## src/rtl/bus_arbiter_pkg.sv

```systemverilog
// Shared types and address map for the fetch/data bus arbiter.
package bus_arbiter_pkg;

  // Address map: inclusive base/limit pairs
  localparam logic [31:0] IMEM_BASE  = 32'h0000_0000;
  localparam logic [31:0] IMEM_LIMIT = 32'h0000_3FFF;
  localparam logic [31:0] DMEM_BASE  = 32'h0000_4000;
  localparam logic [31:0] DMEM_LIMIT = 32'h0000_6FFF;
  localparam logic [31:0] UART_BASE  = 32'h0000_8000;
  localparam logic [31:0] UART_LIMIT = 32'h0000_800F;
  localparam logic [31:0] GPIO_BASE  = 32'h0000_8010;
  localparam logic [31:0] GPIO_LIMIT = 32'h0000_801F;
  localparam logic [31:0] TIMER_BASE  = 32'h0000_8020;
  localparam logic [31:0] TIMER_LIMIT = 32'h0000_802F;

  typedef enum logic [1:0] {
    ST_IDLE   = 2'd0,
    ST_ACCESS = 2'd1,
    ST_RESP   = 2'd2,
    ST_ERR    = 2'd3
  } arb_state_e;

  typedef enum logic [2:0] {
    RGN_NONE  = 3'd0,
    RGN_IMEM  = 3'd1,
    RGN_DMEM  = 3'd2,
    RGN_UART  = 3'd3,
    RGN_GPIO  = 3'd4,
    RGN_TIMER = 3'd5
  } region_e;

  // Offset-from-base compare: an address below base wraps to a huge offset,
  // so one unsigned compare covers both bounds without a constant ">= 0".
  function automatic logic addr_in_region(input logic [31:0] addr,
                                          input logic [31:0] base,
                                          input logic [31:0] limit);
    return (addr - base) <= (limit - base);
  endfunction

endpackage

```

## src/rtl/bus_arbiter_region_decoder.sv

```systemverilog
// Address region lookup and access-legality check for the granted request.
module region_decoder
  import bus_arbiter_pkg::*;
(
  input  logic [31:0] i_addr,
  input  logic        i_fetch,
  input  logic        i_we,
  output logic        o_fault
);

  region_e w_region;

  // Map the address onto a region; regions never overlap so order is free
  always_comb begin
    w_region = RGN_NONE;
    if (addr_in_region(i_addr, IMEM_BASE, IMEM_LIMIT)) begin
      w_region = RGN_IMEM;
    end else if (addr_in_region(i_addr, DMEM_BASE, DMEM_LIMIT)) begin
      w_region = RGN_DMEM;
    end else if (addr_in_region(i_addr, UART_BASE, UART_LIMIT)) begin
      w_region = RGN_UART;
    end else if (addr_in_region(i_addr, GPIO_BASE, GPIO_LIMIT)) begin
      w_region = RGN_GPIO;
    end else if (addr_in_region(i_addr, TIMER_BASE, TIMER_LIMIT)) begin
      w_region = RGN_TIMER;
    end
  end

  // Flag unmapped addresses, fetches outside imem and data writes into imem
  always_comb begin
    o_fault = 1'b0;
    if (w_region == RGN_NONE) begin
      o_fault = 1'b1;
    end else if (i_fetch && (w_region != RGN_IMEM)) begin
      o_fault = 1'b1;
    end else if (!i_fetch && i_we && (w_region == RGN_IMEM)) begin
      o_fault = 1'b1;
    end
  end

endmodule

```

## src/rtl/bus_arbiter.sv

```systemverilog
// Two-master (fetch/data) to single-bus arbiter, one transaction in flight.
//
// state  | meaning
// -------+-----------------------------------------------------------
// IDLE   | pick a winner, pulse its gnt, latch its request
// ACCESS | drive bus_valid until bus_ready or the wait timer expires
// RESP   | one-cycle rvalid to the owner, rdata already captured
// ERR    | one-cycle err to the owner (decode fault or bus timeout)
module bus_arbiter
  import bus_arbiter_pkg::*;
#(
  parameter int TIMEOUT_CYCLES = 16,
  parameter int STARVE_LIMIT   = 4
) (
  input  logic        clk,
  input  logic        rst,
  // fetch port
  input  logic        if_req,
  input  logic [31:0] if_addr,
  output logic        if_gnt,
  output logic        if_rvalid,
  output logic [31:0] if_rdata,
  output logic        if_err,
  // data port
  input  logic        d_req,
  input  logic [31:0] d_addr,
  input  logic        d_we,
  input  logic [3:0]  d_wstrb,
  input  logic [31:0] d_wdata,
  output logic        d_gnt,
  output logic        d_rvalid,
  output logic [31:0] d_rdata,
  output logic        d_err,
  // bus port
  output logic        bus_valid,
  output logic [31:0] bus_addr,
  output logic        bus_we,
  output logic [3:0]  bus_wstrb,
  output logic [31:0] bus_wdata,
  input  logic [31:0] bus_rdata,
  input  logic        bus_ready
);

  // Wait timer counts down from TIMEOUT_CYCLES-1; terminal count is zero
  localparam int LP_WAIT_W = (TIMEOUT_CYCLES > 1) ? $clog2(TIMEOUT_CYCLES) : 1;
  localparam logic [LP_WAIT_W-1:0] LP_WAIT_LOAD = LP_WAIT_W'(TIMEOUT_CYCLES - 1);
  localparam int LP_STARVE_W = $clog2(STARVE_LIMIT + 1);
  localparam logic [LP_STARVE_W-1:0] LP_STARVE_MAX = LP_STARVE_W'(STARVE_LIMIT);

  arb_state_e r_state;
  arb_state_e w_next_state;

  logic                   r_owner_if;
  logic [31:0]            r_addr;
  logic                   r_we;
  logic [3:0]             r_wstrb;
  logic [31:0]            r_wdata;
  logic [LP_WAIT_W-1:0]   r_wait;
  logic [LP_STARVE_W-1:0] r_starve_cnt;
  logic [31:0]            r_if_rdata;
  logic [31:0]            r_d_rdata;

  logic        w_starved;
  logic        w_pick_if;
  logic        w_pick_d;
  logic        w_grant;
  logic [31:0] w_sel_addr;
  logic        w_sel_we;
  logic        w_fault;
  logic        w_timeout;

  // Arbitration: data first, unless fetch has waited through STARVE_LIMIT data grants
  always_comb begin
    w_starved  = if_req && (r_starve_cnt == LP_STARVE_MAX);
    w_pick_if  = if_req && (!d_req || w_starved);
    w_pick_d   = d_req && !w_starved;
    w_grant    = (r_state == ST_IDLE) && (w_pick_if || w_pick_d);
    w_sel_addr = w_pick_if ? if_addr : d_addr;
    w_sel_we   = w_pick_d && d_we;
    w_timeout  = (r_wait == '0) && !bus_ready;
  end

  region_decoder u_region_decoder (
    .i_addr  (w_sel_addr),
    .i_fetch (w_pick_if),
    .i_we    (w_sel_we),
    .o_fault (w_fault)
  );

  // State register
  always_ff @(posedge clk or posedge rst) begin
    if (rst) begin
      r_state <= ST_IDLE;
    end else begin
      r_state <= w_next_state;
    end
  end

  // Next-state decision
  always_comb begin
    w_next_state = r_state;
    case (r_state)
      ST_IDLE: begin
        if (w_pick_if || w_pick_d) begin
          w_next_state = w_fault ? ST_ERR : ST_ACCESS;
        end
      end
      ST_ACCESS: begin
        if (bus_ready) begin
          w_next_state = ST_RESP;
        end else if (w_timeout) begin
          w_next_state = ST_ERR;
        end
      end
      ST_RESP: w_next_state = ST_IDLE;
      ST_ERR:  w_next_state = ST_IDLE;
      default: w_next_state = ST_IDLE;
    endcase
  end

  // Per-state handshake outputs; grants are combinational and masked while in reset
  always_comb begin
    if_gnt    = 1'b0;
    d_gnt     = 1'b0;
    if_rvalid = 1'b0;
    d_rvalid  = 1'b0;
    if_err    = 1'b0;
    d_err     = 1'b0;
    bus_valid = 1'b0;
    case (r_state)
      ST_IDLE: begin
        if_gnt = !rst && w_pick_if;
        d_gnt  = !rst && w_pick_d;
      end
      ST_ACCESS: bus_valid = 1'b1;
      ST_RESP: begin
        if_rvalid = r_owner_if;
        d_rvalid  = !r_owner_if;
      end
      ST_ERR: begin
        if_err = r_owner_if;
        d_err  = !r_owner_if;
      end
      default: ;
    endcase
  end

  assign bus_addr  = r_addr;
  assign bus_we    = r_we;
  assign bus_wstrb = r_wstrb;
  assign bus_wdata = r_wdata;
  assign if_rdata  = r_if_rdata;
  assign d_rdata   = r_d_rdata;

  // Latch the winner's request so the bus sees stable signals through ACCESS
  always_ff @(posedge clk or posedge rst) begin
    if (rst) begin
      r_owner_if <= 1'b0;
      r_addr     <= '0;
      r_we       <= 1'b0;
      r_wstrb    <= '0;
      r_wdata    <= '0;
    end else if (w_grant) begin
      r_owner_if <= w_pick_if;
      r_addr     <= w_sel_addr;
      r_we       <= w_sel_we;
      r_wstrb    <= w_pick_if ? 4'h0 : d_wstrb;
      r_wdata    <= w_pick_if ? 32'h0 : d_wdata;
    end
  end

  // Bus wait timer: loaded on grant, counts idle ACCESS cycles down to zero
  always_ff @(posedge clk or posedge rst) begin
    if (rst) begin
      r_wait <= '0;
    end else if (w_grant) begin
      r_wait <= LP_WAIT_LOAD;
    end else if ((r_state == ST_ACCESS) && !bus_ready && (r_wait != '0)) begin
      r_wait <= r_wait - 1'b1;
    end
  end

  // Starvation counter: data grants while fetch waits, saturating
  always_ff @(posedge clk or posedge rst) begin
    if (rst) begin
      r_starve_cnt <= '0;
    end else if (!if_req) begin
      r_starve_cnt <= '0;
    end else if (w_grant && w_pick_if) begin
      r_starve_cnt <= '0;
    end else if (w_grant && w_pick_d && (r_starve_cnt != LP_STARVE_MAX)) begin
      r_starve_cnt <= r_starve_cnt + 1'b1;
    end
  end

  // Capture read data on completion; writes report zero, other cycles hold
  always_ff @(posedge clk or posedge rst) begin
    if (rst) begin
      r_if_rdata <= '0;
      r_d_rdata  <= '0;
    end else if ((r_state == ST_ACCESS) && bus_ready) begin
      if (r_owner_if) begin
        r_if_rdata <= r_we ? 32'h0 : bus_rdata;
      end else begin
        r_d_rdata  <= r_we ? 32'h0 : bus_rdata;
      end
    end
  end

endmodule

```

## config.mk

```make
export PLATFORM = sky130hd
export DESIGN_NAME = bus_arbiter
export DESIGN_NICKNAME = d
export VERILOG_FILES = /design/src/rtl/bus_arbiter_pkg.sv /design/src/rtl/bus_arbiter_region_decoder.sv /design/src/rtl/bus_arbiter.sv
export SDC_FILE = /design/constraint.sdc
export NUM_CORES = 1
export LEC_CHECK = 0
export BUFFER_PORTS_ARGS = -buffer_cell sky130_fd_sc_hd__buf_2
export CELL_PAD_IN_SITES_DETAIL_PLACEMENT = 1
export CELL_PAD_IN_SITES_GLOBAL_PLACEMENT = 1
export CORE_MARGIN = 4
export CORE_UTILIZATION = 37
export CTS_CLUSTER_SIZE = 30
export DETAILED_ROUTE_END_ITERATION = 16
export GPL_TIMING_DRIVEN = 0
export PLACE_DENSITY = 0.93
export SKIP_LAST_GASP = 1
export SLEW_MARGIN = 25
export SYNTH_ARGS = -nofsm -noshare
export SYNTH_HDL_FRONTEND = slang
export SYNTH_SLANG_ARGS = --single-unit
```

## constraint.sdc

```tcl
create_clock -name clk -period 6.55 [get_ports clk]
set_input_delay 1.31 -clock clk [delete_from_list [all_inputs] [get_ports clk]]
set_output_delay 1.31 -clock clk [all_outputs]
set_load 0.005 [all_outputs]
```

# After elaboration in Yosys (flattened, before gate mapping)
# Index checks and enable logic that the tools add are counted.
[word_totals] inputBits=138 out_inout_bits=140 regBits=143 word_cells=95
[classes] n_eq_ne=10 mux=29 n_reduce_logical=34 addsub=6 n_lt_le_gt_ge=5 n_bitwise=1
[ops] op="$le A32 B4 Y1 const B" count=3
[ops] op="$mux W32" count=3
[ops] op="$sub A32 B16 Y32 const B" count=3
[ops] op="$le A32 B14 Y1 const B" count=2
[ops] op="$sub A32 B15 Y32 const B" count=1
[ops] op="$mux W3" count=8
[ops] op="$logic_and A1 B1 Y1" count=17
[ops] op="$mux W4" count=3
[ops] op="$mux W1" count=10
[ops] op="$mux W2" count=4
[ops] op="$logic_not A1 Y1" count=6
[ops] op="$ne A3 B1 Y1 const B" count=2
[ops] op="$ne A3 B3 Y1 const B" count=2
[ops] op="$pmux W2 S3" count=1
[ops] op="$reduce_and A2 Y1" count=3
[ops] op="$eq A2 B2 Y1 const B" count=2
[ops] op="$logic_not A4 Y1" count=1
[ops] op="$reduce_bool A4 Y1" count=1
[ops] op="$sub A4 B1 Y4 const B" count=1
[ops] op="$add A3 B1 Y3 const B" count=1
[ops] op="$eq A3 B1 Y1 const B" count=1
[ops] op="$eq A3 B3 Y1 const B" count=1
[ops] op="$logic_not A3 Y1" count=1
[ops] op="$eq A2 B1 Y1 const B" count=1
[ops] op="6 further kinds" count=7

# Logic depth before layout (Yosys ltp)
# Gate-level depths: netlist of the first run.
[depth] depth_word=20 depth_mapped=15 mapped_depth_nobuf=13

# By module
# A second synthesis of the first run with hierarchy kept.
[unflattened] cells_unflattened=914 hier_area_um2=7940.1
[modules_own_cells] module="bus_arbiter" seq_area_each_um2=3578.4 cells_each=696 instances=1 area_per_inst_um2=6532.5
[modules_own_cells] module="region_decoder" seq_area_each_um2=0.0 cells_each=218 instances=1 area_per_inst_um2=1407.6

# Worst setup path before layout of the first run
# Ideal clock, no wire load.
[synth_timing] kind="in2reg" startpoint="input d_req" endpoint="register r_state[1]" t_arrival_ns=4.064 setup_ns=0.129 slack_ns=2.358 n_path_buf=3 path_stages=13 t_required_ns=6.421 path_cell_list="a21boi_4 nor2_4 buf_2 buf_4 clkbuf_1 mux2i_1 ha_1 a21bo_2 a311o_1 xnor2_1 nand3_1 nor4_1 o31ai_1"
[synth_between] elab_chain_cells=19 elab_cells_between_ends=36 cone_classes="add/sub (4); order compare (5); eq/ne (3); mux (12); reduce/logical (12)"
[synth_lines] item="from (decl)" line_no="bus_arbiter.sv:25" text="input logic d_req,"
[synth_lines] item="$logic_not A1 Y1" line_no="bus_arbiter.sv:75" text="w_pick_if = if_req && (!d_req || w_starved);"
[synth_lines] item="$logic_or A1 B1 Y1" line_no="bus_arbiter.sv:75"
[synth_lines] item="$logic_and A1 B1 Y1" line_no="bus_arbiter.sv:75"
[synth_lines] item="$mux W32" line_no="bus_arbiter.sv:78" text="w_sel_addr = w_pick_if ? if_addr : d_addr;"
[synth_lines] item="$sub A32 B16 Y32" line_no="bus_arbiter_pkg.sv:37" text="return (addr - base) <= (limit - base);"
[synth_lines] item="$le A32 B4 Y1" line_no="bus_arbiter_pkg.sv:37"
[synth_lines] item="$mux W3" line_no="bus_arbiter_region_decoder.sv:24" text="end else if (addr_in_region(i_addr, TIMER_BASE, TIMER_LIMIT)) begin"
[synth_lines] item="$mux W3" line_no="bus_arbiter_region_decoder.sv:22" text="end else if (addr_in_region(i_addr, GPIO_BASE, GPIO_LIMIT)) begin"
[synth_lines] item="[3 not listed]"
[synth_lines] item="$eq A3 B1 Y1" line_no="bus_arbiter_region_decoder.sv:36" text="end else if (!i_fetch && i_we && (w_region == RGN_IMEM)) begin"
[synth_lines] item="$logic_and A1 B1 Y1" line_no="bus_arbiter_region_decoder.sv:36"
[synth_lines] item="$mux W1" line_no="bus_arbiter_region_decoder.sv:36"
[synth_lines] item="$mux W1" line_no="bus_arbiter_region_decoder.sv:34" text="end else if (i_fetch && (w_region != RGN_IMEM)) begin"
[synth_lines] item="$mux W1" line_no="bus_arbiter_region_decoder.sv:32" text="if (w_region == RGN_NONE) begin"
[synth_lines] item="$mux W2" line_no="bus_arbiter.sv:105" text="w_next_state = w_fault ? ST_ERR : ST_ACCESS;"
[synth_lines] item="$mux W2" line_no="bus_arbiter.sv:104" text="if (w_pick_if || w_pick_d) begin"
[synth_lines] item="$pmux W2 S3" line_no="bus_arbiter.sv:102" text="case (r_state)"
[synth_lines] item="to (signal assigned)" line_no="bus_arbiter.sv:95" text="r_state <= w_next_state;"
[synth_lines] item="to (decl)" line_no="bus_arbiter.sv:50" text="arb_state_e r_state;"
# Several ways; a longest one is shown, not always the timed one. The select of a mux whose other input is x is not followed.
# A chain may end at the register's enable or synchronous reset.

# Worst setup path after layout of the first run
[layout_timing] startpoint="input d_req" endpoint="output if_gnt"
[layout_between] elab_chain_cells=5
[layout_lines] item="$logic_not A1 Y1" line_no="bus_arbiter.sv:75"
[layout_lines] item="$logic_or A1 B1 Y1" line_no="bus_arbiter.sv:75"
[layout_lines] item="$logic_and A1 B1 Y1" line_no="bus_arbiter.sv:75"
[layout_lines] item="$logic_and A1 B1 Y1" line_no="bus_arbiter.sv:132" text="if_gnt = !rst && w_pick_if;"
[layout_lines] item="$mux W1" line_no="bus_arbiter.sv:130" text="case (r_state)"
[layout_lines] item="to (decl)" line_no="bus_arbiter.sv:20" text="output logic if_gnt,"
# Every way passes these cells.

==> Implementation_results.wiki, run 1 <==
{| class="wikitable"
! Metric !! Value
|-
| Max VDD drop || 0.000195 V
|-
| Min-Delay Path Class || flop to flop
|-
| Wire length reported by the detailed router || about 34,000 um
|-
| Unrepaired setup endpoints after global routing || false
|-
| Final Hold Vio Count || 0
|-
| Global route total overflow || 0
|-
| Die height || 155 um
|-
| Count of instances resized after the clock tree is built || 0
|-
| Worst slew margin || 0.345
|-
| Final cell count without fillers || between 1,500 and 2,000
|-
| Final worst slack || 1.55 ns
|-
| Final Cycle Share || 0.764
|-
| Critical path's top delay family || buffers and inverters
|-
| Part of the total power dissipated in sequential elements || 0.381
|-
| Total standard cell area after synthesis || 8040 um^2
|-
| Result of the run || finished, final reports clean
|-
| Vias || 8,740
|-
| Leading cell type by number of instances after synthesis || nand2_1
|-
| Final TNS setup || 0 ns
|-
| Biggest area contributors in the synthesized netlist || dfrtp_1, nand2_1, o21ai_0
|-
| Count of hold-fix buffers inserted at cts || 0
|-
| Cell with the most instances on the worst path || buf_2
|-
| Achievable Freq || approximately 200 MHz
|-
| Nets@finish || 1,364
|-
| Top cell type by total area after synthesis || dfrtp_1
|-
| Clock buffer count from CTS || 17
|-
| Post-synth net total || approximately 1,100
|-
| Ratio of total power to cell area || 376 nW/um^2
|-
| Share of synthesized area occupied by flip-flops and latches || 0.445
|-
| Clock-pin slew on the worst setup and hold paths || 0.07 ns
|-
| Port Buffers || 273
|-
| CTS tree || done
|-
| Worst-margin pin slew || roughly 0.98 ns
|-
| Via density per instance || 5.80
|-
| Relative contribution of the clock network to total power || 0.243
|-
| Cells along the critical path || buf_2, a21bo_2, nand2_2, buf_6, buf_2, buf_2, clkbuf_1, nor3_1, buf_2
|-
| Number of ports placed on the die boundary || 278
|-
| Placed wire-length estimate || 26,700 um
|-
| Fill count || 2,642
|-
| Leading cell types by count after synthesis || nand2_1, o21ai_0, dfrtp_1, clkbuf_1
|-
| Total leakage power || ~5 nW
|-
| Fraction of final layout cells sized beyond drive strength 1 || 0.273
|-
| Pin count of the biggest net entering global routing || 74
|-
| Levels on crit path || 9
|-
| Level count of the clock H-tree || 4
|-
| CORE AREA || 21,200 um^2
|-
| Clk_lat worst skew || 0.42 ns
|-
| Post-synth EDFFs || 0
|-
| Gate count of the mapped netlist || approximately 930
|-
| Die width || 155 um
|-
| Total Die Area || between 20,000 and 25,000 um^2
|-
| Sort of element at the end of the critical path || output pin
|-
| Worst slack after detailed placement || 1.01 ns
|-
| Internal Power || 2.38 mW
|-
| Critical path buffers and inverters || 6
|-
| Dominant register cell in the synthesized netlist || dfrtp_1
|-
| Post-Route Utilization || 0.488
|-
| Register cell area after layout || 3580 um^2
|-
| Cell count of the worst reg-to-reg path || 14
|-
| RD Place Congestion || about 1
|-
| Sw Pwr || ~1.5 mW
|-
| Number of placement rows || 53
|-
| Number of iterations in the first detailed-routing pass || 5
|-
| Synth-to-Final Area Change || 28.8%
|-
| Data required time of the critical path || about 5.2 ns
|-
| Largest fanout on the critical path || 10
|-
| Mean instance size in the synthesized netlist || 8.68 um^2
|-
| Fin Clk Skew || 0.00672 ns
|-
| Global-route wire length before repair || 52,300 um
|-
| Footprint of the multi-input gates || approximately 4200 um^2
|-
| Async S/R FF share, synth || 1.00
|-
| Warnings, synthesis || 0
|-
| Register bit total from synthesis || roughly 140
|-
| Sum of internal, switching and leakage power || just under 4 mW
|-
| Top cell type's share of synthesized area || 0.445
|-
| Initial Utilization || 0.379
|-
| Number of antenna violations at the first check in global routing || 1
|-
| DRC violations left || 0
|-
| Switching part of the total || 0.389
|-
| Synth unique cells || 77
|-
| Maximum buffer depth of the clock tree || 2
|-
| Combinational share of power || 0.376
|-
| CP Class || input pin to output pin
|-
| Clock sink count || 143
|-
| Dpl cells || 1,476
|-
| Final Max Slew Viols || 0
|-
| Min Tclk post-route || roughly 5.0 ns
|-
| Drt wl/cell || between 20 and 25 um
|-
| Library cell contributing the largest single delay on the critical path || clkbuf_1
|-
| Critical path data arrival time || about 3.7 ns
|-
| Antenna Violating Nets Remaining || 0
|-
| Startpoint class of the critical path || input pin
|-
| Number of global-route vias before repair || just over 9,000
|-
| Max capacitance violation total || 0
|-
| Total routing usage reported by global routing || 0.276
|-
| Root cell of the clock tree || clkbuf_16
|-
| Count of endpoints failing setup in the final report || 0
|-
| Delay of the slowest critical-path stage || 0.57 ns
|-
| Buffers inserted by post-CTS timing repair || 0
|-
| Worst Hold Path Cells || 2
|-
| Number of DRC violations after detailed-routing iteration 0 || about 560
|}
[path summary, 6_finish.rpt]
check | start | endpoint | slack, ns
worst max-delay path | d_req | if_gnt | 1.55
worst min-delay path | bus_addr[2] | bus_addr[2] | 0.48
worst max register to register | r_starve_cnt[0] | r_state[1] | 1.88
worst min register to register | bus_addr[2] | bus_addr[2] | 0.48
max in group asynchronous | rst | if_rdata[27] | 4.82
min in group asynchronous | rst | r_owner_if | 0.97
[worst min-delay path, cell delays in order, from the launching register on]
cell     delay (ns)
dfrtp_1        0.34
nand2_1        0.04
o21ai_0        0.06
[logic make-up (layout without fill, tap and decap cells)]
logic type | Yosys count | count (layout) | synth area share
flops | 143 | 143 | 0.445
fa+ha+maj | 6 | 6 | 0.00933
compound gates | 245 | 245 | 0.191
buf+inv | 67 | 371 | 0.0344
simple gates | 397 | 397 | 0.238
other cells | 0 | 1 | 0
mux | 40 | 40 | 0.0510
xor+xnor | 29 | 29 | 0.0316
[layout make-up]
class / count / share of cell area
inverter: 12 / 0.00507
clock inverter: 13 / 0.0136
timing repair buffer: 274 / 0.135
antenna: 1 / 0.000242
tap: 275 / 0.0332
clock buffer: 17 / 0.0411
sequential: 143 / 0.345
buffer: 55 / 0.0223
multi-input combinational: 717 / 0.404
[power groups by stage]
stage	Sequential, mW	Clock (mW)	Combinational (mW)
after CTS	1.48	0.961	1.49
after global routing	1.52	1.01	1.63
after floorplan	1.49	0	0.641
after detailed placement	1.49	0	1.46
final	1.48	0.949	1.46
after global placement	1.46	0	1.38
[cells in the final DEF, fill, tap and decap left out, types with 12 or more instances in the layout]
cell type | Yosys | final
nor3_1 | 25 | 25
nand4_1 | 17 | 17
nor4_1 | 15 | 15
clkbuf_16 | 0 | 17
nand2b_1 | 34 | 34
dfrtp_1 | 143 | 143
xnor2_1 | 22 | 22
mux2i_1 | 34 | 34
nand3_1 | 14 | 14
o21ai_0 | 144 | 144
nand2_1 | 208 | 208
clkbuf_1 | 45 | 45
nor2_1 | 32 | 32
a21oi_1 | 12 | 12
buf_2 | 5 | 278
[metrics by stage]
step                      hold WS [ns]  area, um^2
after detailed placement         0.465        9790
after global placement           0.456        9750
after CTS                        0.478       10400
final                            0.477       10400
after global routing             0.497       10400
after floorplan                  0.473        8040
[metal layers]
metal	share of wire	up-vias	track usage
met2	0.49	430	0.478
met1	0.40	4325	0.338
met5	0	-	0
met4	0.041	0	0.114
met3	0.071	90	0.0512
li1	-	3895	-
[registers in the layout, summed over array words and instances (netlist names), 2 cells and up]
name          count
bus_wdata        32
r_wait            4
r_state           2
if_rdata         32
bus_wstrb         4
r_starve_cnt      3
bus_addr         32
d_rdata          32
(Power assumes the default switching activity.)
==> inputs of run 2 (changes only) <==
--- a/config.mk
+++ b/config.mk
@@ -9,11 +9,11 @@
 export CELL_PAD_IN_SITES_DETAIL_PLACEMENT = 1
 export CELL_PAD_IN_SITES_GLOBAL_PLACEMENT = 1
 export CORE_MARGIN = 4
-export CORE_UTILIZATION = 37
+export CORE_UTILIZATION = 33
 export CTS_CLUSTER_SIZE = 30
 export DETAILED_ROUTE_END_ITERATION = 16
 export GPL_TIMING_DRIVEN = 0
-export PLACE_DENSITY = 0.93
+export PLACE_DENSITY = 0.88
 export SKIP_LAST_GASP = 1
 export SLEW_MARGIN = 25
 export SYNTH_ARGS = -nofsm -noshare
==> constraint.sdc (replaced) <==
create_clock -name clk -period 4.6 [get_ports clk]
set_input_delay 0.92 -clock clk [delete_from_list [all_inputs] [get_ports clk]]
set_output_delay 0.92 -clock clk [all_outputs]
set_load 0.005 [all_outputs]
==> Implementation_results.wiki, run 2 (synthesis results as in run 1) <==
{| class="wikitable"
! Metric !! Value
|-
| Critical path data arrival time || 3.40 ns (was 3.69 ns)
|-
| Via density per instance || 5.55 (was 5.80)
|-
| Final Max Slew Viols || 0 (unchanged)
|-
| Critical path launch point || r_starve_cnt[0] (was d_req)
|-
| DRC violations left || 0 (unchanged)
|-
| Fin Clk Skew || 0.00978 ns (was 0.00672 ns)
|-
| Internal Power || 3.47 mW (was 2.38 mW)
|-
| Combinational share of power || 0.366 (was 0.376)
|-
| Initial Utilization || 0.339 (was 0.379)
|-
| Data required time of the critical path || 3.68 ns (was 5.24 ns)
|-
| Final Cycle Share || 0.939
|-
| Final Hold Vio Count || 0 (unchanged)
|-
| Crit path capture || if_gnt (unchanged)
|-
| Die height || 164 um (was 155 um)
|-
| Buffers inserted by post-CTS timing repair || 0 (unchanged)
|-
| Most frequent cells in the layout || buf_2, nand2_1, o21ai_0, dfrtp_1, clkbuf_1 (unchanged)
|-
| Global route total overflow || 0 (unchanged)
|-
| Part of the total power dissipated in sequential elements || 0.376 (was 0.381)
|-
| Ratio of total power to cell area || 533 nW/um^2 (was 376 nW/um^2)
|-
| Number of DRC violations after detailed-routing iteration 0 || 560 (was 558)
|-
| Wire length reported by the detailed router || 33,800 um (was 34,200 um)
|-
| Sort of element at the end of the critical path || output pin (unchanged)
|-
| Placed wire-length estimate || 26,600 um (was 26,700 um)
|-
| Pin count of the biggest net entering global routing || 32 (was 74)
|-
| Min-Delay Path Class || flop to flop (unchanged)
|-
| Count of hold-fix buffers inserted at cts || 0 (unchanged)
|-
| CORE AREA || 23,800 um^2 (was 21,200 um^2)
|-
| Largest fanout on the critical path || 10 (unchanged)
|-
| Total Die Area || 26,900 um^2 (was 24,200 um^2)
|-
| RD Place Congestion || 0.958 (was 0.986)
|-
| Nets@finish || 1,368 (was 1,364)
|-
| Unrepaired setup endpoints after global routing || false (unchanged)
|-
| Global-route wire length before repair || 51,300 um (was 52,300 um)
|-
| Worst slew margin || 0.335 (was 0.345)
|-
| Worst Hold Slack || 0.475 ns (was 0.477 ns)
|-
| Level count of the clock H-tree || 4 (unchanged)
|-
| Total routing usage reported by global routing || 0.245 (was 0.276)
|-
| Number of ports placed on the die boundary || 278 (unchanged)
|-
| Cell count of the worst reg-to-reg path || 14 (unchanged)
|-
| R2R Setup Slk || 0.31 ns (was 1.88 ns)
|-
| Count of endpoints failing setup in the final report || 0 (unchanged)
|-
| CP Class || flop to output pin (was input pin to output pin)
|-
| Total leakage power || 5.07 nW (was 5.01 nW)
|-
| CTS tree || done (unchanged)
|-
| Fraction of final layout cells sized beyond drive strength 1 || 0.278 (was 0.273)
|-
| Sw Pwr || 2.15 mW (was 1.52 mW)
|-
| Min Tclk post-route || about 4.3 ns
|-
| Result of the run || finished, final reports clean (unchanged)
|-
| Worst-margin pin slew || 0.970 ns (was 0.976 ns)
|-
| Max VDD drop || 0.000257 V (was 0.000195 V)
|-
| Number of placement rows || 56 (was 53)
|-
| Startpoint of the most critical register-to-register path || r_starve_cnt[0] (unchanged)
|-
| Synth-to-Final Area Change || 31.1% (was 28.8%)
|-
| FF-to-FF End || r_state[1] (unchanged)
|-
| Most common library cell in the layout ignoring fill and taps || buf_2 (unchanged)
|-
| Die width || 164 um (was 155 um)
|-
| Number of iterations in the first detailed-routing pass || 5 (unchanged)
|-
| Max capacitance violation total || 0 (unchanged)
|-
| Vias || 8,634 (was 8,740)
|-
| Root cell of the clock tree || clkbuf_16 (unchanged)
|-
| Number of global-route vias before repair || 9,044 (was 9,156)
|-
| Maximum buffer depth of the clock tree || 2 (unchanged)
|-
| Drt wl/cell || 21.7 um (was 22.7 um)
|-
| Startpoint class of the critical path || flop (was input pin)
|-
| Relative contribution of the clock network to total power || 0.258 (was 0.243)
|-
| Clock buffer count from CTS || 17 (unchanged)
|-
| Clock-pin slew on the worst setup and hold paths || 0.06 ns (was 0.07 ns)
|-
| Clock sink count || 143 (unchanged)
|-
| Post-Route Utilization || 0.444 (was 0.488)
|-
| Switching part of the total || 0.383 (was 0.389)
|-
| Port Buffers || 273 (unchanged)
|-
| Clk_lat worst skew || 0.42 ns (about the same)
|-
| Sum of internal, switching and leakage power || 5.62 mW (was 3.90 mW)
|-
| Achievable Freq || 232 MHz
|-
| Antenna Violating Nets Remaining || 0 (unchanged)
|-
| Number of antenna violations at the first check in global routing || 0 (was 1)
|}
run 2: per-layer routing:
layer	track usage	vias to the layer above	routed length (um)
met5	0	-	0
met4	0.0869	0	865
met3	0.0567	56	2700
met2	0.431	390	17100
met1	0.293	4258	13200
li1	-	3930	-
run 2: per-stage QoR:
stage                     worst slack, ns  TNS [ns]  cells  cell area (um^2)
final                               0.282         0   1557             10500
after global routing               0.0827         0   1556             10500
after CTS                           0.109         0   1556             10500
after detailed placement           -0.533    -0.533   1524              9930
after global placement             -0.518    -0.518   1519              9810
after floorplan                     0.798         0    927              8050
run 2: how the worst min path moves through the flow:
stage                        from            end  slack, ns  cells past startpoint
global placement      if_rdata[4]    if_rdata[4]       0.46                      2
floorplan             bus_addr[0]    bus_addr[0]       0.47                      2
finish                bus_addr[6]    bus_addr[6]       0.48                      2
detailed placement    d_rdata[23]    d_rdata[23]       0.47                      2
CTS                   d_rdata[23]    d_rdata[23]       0.48                      2
global route        bus_wdata[29]  bus_wdata[29]       0.50                      2
run 2: worst max-delay path, stage by stage (launching register included):
cell and delay (ns):
dfrtp_1 0.40, inv_1 0.07, ha_1 0.28, a21bo_2 0.28, nand2_2 0.22, buf_6 0.22
buf_2 0.29, buf_2 0.35, clkbuf_1 0.61, nor3_1 0.08, buf_2 0.16
run 2: layout make-up:
type	count	area, um^2
Multi-Input combinational cell	717	4200
Tap cell	319	399
Timing Repair Buffer	278	1480
Fill cell	2949	13200
Clock inverter	14	180
Inverter	12	48.8
Clock buffer	18	429
Sequential cell	143	3580
Antenna cell	1	2.50
Buffer	55	233
run 2: what timing repair did:
action                                  4_1_cts  5_1_grt
resized for setup                             1        2
endpoints found under the setup margin        1        1
hold endpoints to repair                      0        0
run 2: power groups by stage:
stage	logic (mW)	clock network (mW)	registers, mW
6_report	2.06	1.45	2.11
5_1_grt	2.30	1.53	2.17
4_1_cts	2.09	1.47	2.11
3_5_place_dp	2.07	0	2.13
3_3_place_gp	1.97	0	2.09
2_1_floorplan	0.912	0	2.13
==> inputs of run 3 (changes only) <==
--- a/config.mk
+++ b/config.mk
@@ -5,11 +5,12 @@
 export SDC_FILE = /design/constraint.sdc
 export NUM_CORES = 1
 export LEC_CHECK = 0
+export ABC_AREA = 1
 export BUFFER_PORTS_ARGS = -buffer_cell sky130_fd_sc_hd__buf_2
-export CELL_PAD_IN_SITES_DETAIL_PLACEMENT = 1
-export CELL_PAD_IN_SITES_GLOBAL_PLACEMENT = 1
+export CELL_PAD_IN_SITES_DETAIL_PLACEMENT = 2
+export CELL_PAD_IN_SITES_GLOBAL_PLACEMENT = 2
 export CORE_MARGIN = 4
-export CORE_UTILIZATION = 33
+export CORE_UTILIZATION = 25
 export CTS_CLUSTER_SIZE = 30
 export DETAILED_ROUTE_END_ITERATION = 16
 export GPL_TIMING_DRIVEN = 0
==> Implementation_results.wiki, run 3 <==
{| class="wikitable"
! Metric !! Value
|-
| Result of the run || finished, final reports clean (unchanged)
|-
| Global route total overflow || 0 (unchanged)
|-
| Share of synthesized area occupied by flip-flops and latches || 0.396 (was 0.445)
|-
| Unrepaired setup endpoints after global routing || false (unchanged)
|-
| Final worst slack || 0.553 ns (was 0.282 ns)
|-
| Die width || 198 um (was 164 um)
|-
| Leading cell types by count after synthesis || nand2_1, dfrtp_1, nand3_1, nor2_1, inv_1 (was nand2_1, o21ai_0, dfrtp_1, clkbuf_1)
|-
| Switching part of the total || 0.426 (was 0.383)
|-
| Async S/R FF share, synth || 1.00 (unchanged)
|-
| Total leakage power || 6.20 nW (was 5.07 nW)
|-
| Root cell of the clock tree || clkbuf_16 (unchanged)
|-
| Register bit total from synthesis || 143 (unchanged)
|-
| Sort of element at the end of the critical path || flop (was output pin)
|-
| Max capacitance violation total || 0 (unchanged)
|-
| Clk_lat worst skew || 0.44 ns (was 0.42 ns)
|-
| Fill count || 4,267 (was 2,949)
|-
| Combinational share of power || 0.414 (was 0.366)
|-
| DRC violations left || 0 (unchanged)
|-
| Number of antenna violations at the first check in global routing || 5 (was 0)
|-
| Wire length reported by the detailed router || 46,900 um (was 33,800 um)
|-
| Total standard cell area after synthesis || 9040 um^2 (was 8040 um^2)
|-
| Gate count of the mapped netlist || 1,255 (was 927)
|-
| Vias || 10,304 (was 8,634)
|-
| Top cell type's share of synthesized area || 0.396 (was 0.445)
|-
| Min Tclk post-route || 4.05 ns (was 4.32 ns)
|-
| Clock-pin slew on the worst setup and hold paths || 0.07 ns (was 0.06 ns)
|-
| Final Max Slew Viols || 0 (unchanged)
|-
| CTS tree || done (unchanged)
|-
| CORE AREA || 35,700 um^2 (was 23,800 um^2)
|-
| Critical path data arrival time || 4.34 ns (was 3.40 ns)
|-
| Min-Delay Path Class || flop to flop (unchanged)
|-
| CP Class || flop to flop (was flop to output pin)
|-
| Die height || 198 um (was 164 um)
|-
| Internal Power || 3.62 mW (was 3.47 mW)
|-
| Final design area excluding fillers || 11,700 um^2 (was 10,500 um^2)
|-
| Global-route wire length before repair || 70,100 um (was 51,300 um)
|-
| Final cell count without fillers || 2,033 (was 1,557)
|-
| Most common library cell in the layout ignoring fill and taps || nand2_1 (was buf_2)
|-
| Final Hold Vio Count || 0 (unchanged)
|-
| Drt wl/cell || 23.0 um (was 21.7 um)
|-
| Worst-margin pin slew || 0.859 ns (was 0.970 ns)
|-
| Mean instance size in the synthesized netlist || 7.20 um^2 (was 8.68 um^2)
|-
| Number of ports placed on the die boundary || 278 (unchanged)
|-
| Part of the total power dissipated in sequential elements || 0.354 (was 0.376)
|-
| Startpoint class of the critical path || flop (unchanged)
|-
| Number of global-route vias before repair || 11,305 (was 9,044)
|-
| Ratio of total power to cell area || 539 nW/um^2 (was 533 nW/um^2)
|-
| Final TNS setup || 0 ns (unchanged)
|-
| Largest fanout on the critical path || 10 (unchanged)
|-
| Sum of internal, switching and leakage power || 6.32 mW (was 5.62 mW)
|-
| Dpl cells || 1,997 (was 1,524)
|-
| Placed cell areas || 11,100 um^2 (was 9930 um^2)
|-
| Count of endpoints failing setup in the final report || 0 (unchanged)
|-
| Post-synth EDFFs || 0 (unchanged)
|-
| Synth unique cells || 34 (was 77)
|-
| Count of instances resized after the clock tree is built || 0 (was 1)
|-
| Fin Clk Skew || 0.0166 ns (was 0.00978 ns)
|-
| Worst slack after detailed placement || 0.392 ns (was -0.533 ns)
|-
| Pin count of the biggest net entering global routing || 33 (was 32)
|-
| Max VDD drop || 0.000201 V (was 0.000257 V)
|-
| Cell count of the worst reg-to-reg path || 23 (was 14)
|-
| Sw Pwr || 2.69 mW (was 2.15 mW)
|-
| Nets@finish || 1,699 (was 1,368)
|-
| Clock sink count || 143 (unchanged)
|-
| Dominant register cell in the synthesized netlist || dfrtp_1 (unchanged)
|-
| Biggest area contributors in the synthesized netlist || dfrtp_1, nand2_1, mux2_2 (was dfrtp_1, nand2_1, o21ai_0)
|-
| Placed wire-length estimate || 35,800 um (was 26,600 um)
|-
| Worst slew margin || 0.423 (was 0.335)
|-
| Leading cell type by number of instances after synthesis || nand2_1 (unchanged)
|-
| Achievable Freq || 247 MHz (was 232 MHz)
|-
| Number of placement rows || 69 (was 56)
|-
| Port Buffers || 276 (was 273)
|-
| Total Die Area || 39,300 um^2 (was 26,900 um^2)
|-
| Initial Utilization || 0.254 (was 0.339)
|-
| Number of DRC violations after detailed-routing iteration 0 || 556 (was 560)
|-
| Buffers inserted by post-CTS timing repair || 0 (unchanged)
|-
| Fraction of final layout cells sized beyond drive strength 1 || 0.297 (was 0.278)
|-
| Worst Hold Path Cells || 2 (unchanged)
|-
| Relative contribution of the clock network to total power || 0.233 (was 0.258)
|-
| Count of hold-fix buffers inserted at cts || 0 (unchanged)
|-
| Clock buffer count from CTS || 17 (unchanged)
|-
| Antenna Violating Nets Remaining || 0 (unchanged)
|-
| Data required time of the critical path || 4.89 ns (was 3.68 ns)
|-
| Most frequent cells in the layout || nand2_1, buf_2, dfrtp_1, nand3_1, nor2_1 (was buf_2, nand2_1, o21ai_0, dfrtp_1, clkbuf_1)
|-
| Synth-to-Final Area Change || 29.6% (was 31.1%)
|-
| Total routing usage reported by global routing || 0.233 (was 0.245)
|-
| Post-synth net total || 1,399 (was 1,071)
|-
| Level count of the clock H-tree || 4 (unchanged)
|-
| Via density per instance || 5.07 (was 5.55)
|-
| Number of iterations in the first detailed-routing pass || 5 (unchanged)
|-
| Top cell type by total area after synthesis || dfrtp_1 (unchanged)
|-
| Maximum buffer depth of the clock tree || 2 (unchanged)
|-
| Final Cycle Share || 0.880 (was 0.939)
|-
| Warnings, synthesis || 0 (unchanged)
|-
| RD Place Congestion || 0.920 (was 0.958)
|}
## run 3: worst paths after layout
| check | start | endpoint | slack, ns |
|---|---|---|---|
| hold reg to reg | bus_wdata[11] | bus_wdata[11] | 0.48 |
| setup / recovery | r_starve_cnt[0] | r_state[1] | 0.55 |
| max in group asynchronous | rst | bus_wdata[18] | 3.07 |
| setup reg to reg | r_starve_cnt[0] | r_state[1] | 0.55 |
| min in group asynchronous | rst | d_rdata[27] | 0.53 |
| hold / removal | bus_wdata[11] | bus_wdata[11] | 0.48 |
## run 3: cells by family after synthesis
logic type / after synthesis / share of synthesized area
xor+xnor: 14 / 0.0136
fa+ha+maj: 6 / 0.00830
compound gates: 72 / 0.0473
mux: 64 / 0.0797
buf+inv: 166 / 0.0751
flops: 143 / 0.396
simple gates: 790 / 0.380
## run 3: through the flow
| stage | utilization | hold slack, ns |
|---|---|---|
| final | 0.329 | 0.485 |
| after global routing | 0.329 | 0.499 |
| after CTS | 0.328 | 0.481 |
| after detailed placement | 0.312 | 0.461 |
| after global placement | 0.309 | 0.456 |
| after floorplan | - | 0.452 |
## run 3: power groups by stage
stage	Sequential, mW	Clock [mW]	Combinational [mW]
floorplan	2.19	0	1.17
global placement	2.14	0	2.32
detailed placement	2.22	0	2.54
CTS	2.23	1.49	2.63
global route	2.28	1.54	2.84
finish	2.23	1.47	2.61
## run 3: layout make-up
type / instances / area, um^2 / share of cell area
timing repair buffer: 281 / 1490 / 0.127
inverter: 121 / 458 / 0.0391
sequential: 143 / 3580 / 0.305
antenna: 4 / 10.0 / 0.000854
clock inverter: 14 / 168 / 0.0143
clock buffer: 18 / 429 / 0.0366
tap: 461 / 577 / 0.0492
buffer: 45 / 225 / 0.0192
multi-input combinational: 946 / 4780 / 0.408
## run 3: metal layers
metal  track usage  vias up  routed length [um]
li1              -     4592                   -
met1         0.279     5234               19400
met2         0.417      385               23300
met3        0.0386       91                2570
met4        0.0893        2                1590
met5             0        -                  11
## run 3: critical path: stages (launching register included)
cell	delay, ns
dfrtp_1	0.40
inv_1	0.13
ha_1	0.20
nand2_1	0.09
nand2_2	0.19
buf_4	0.24
nand3_1	0.09
nand2_1	0.19
clkinv_1	0.32
ha_1	0.38
nand2_1	0.13
nand2_1	0.14
nor2_2	0.26
nand3_1	0.12
nand2_1	0.09
nand2_1	0.05
nor2_1	0.29
nand2_1	0.12
nor2_1	0.10
nand3_1	0.08
nand3_1	0.10
nand2_1	0.07
nand2_1	0.07
a21oi_2	0.05
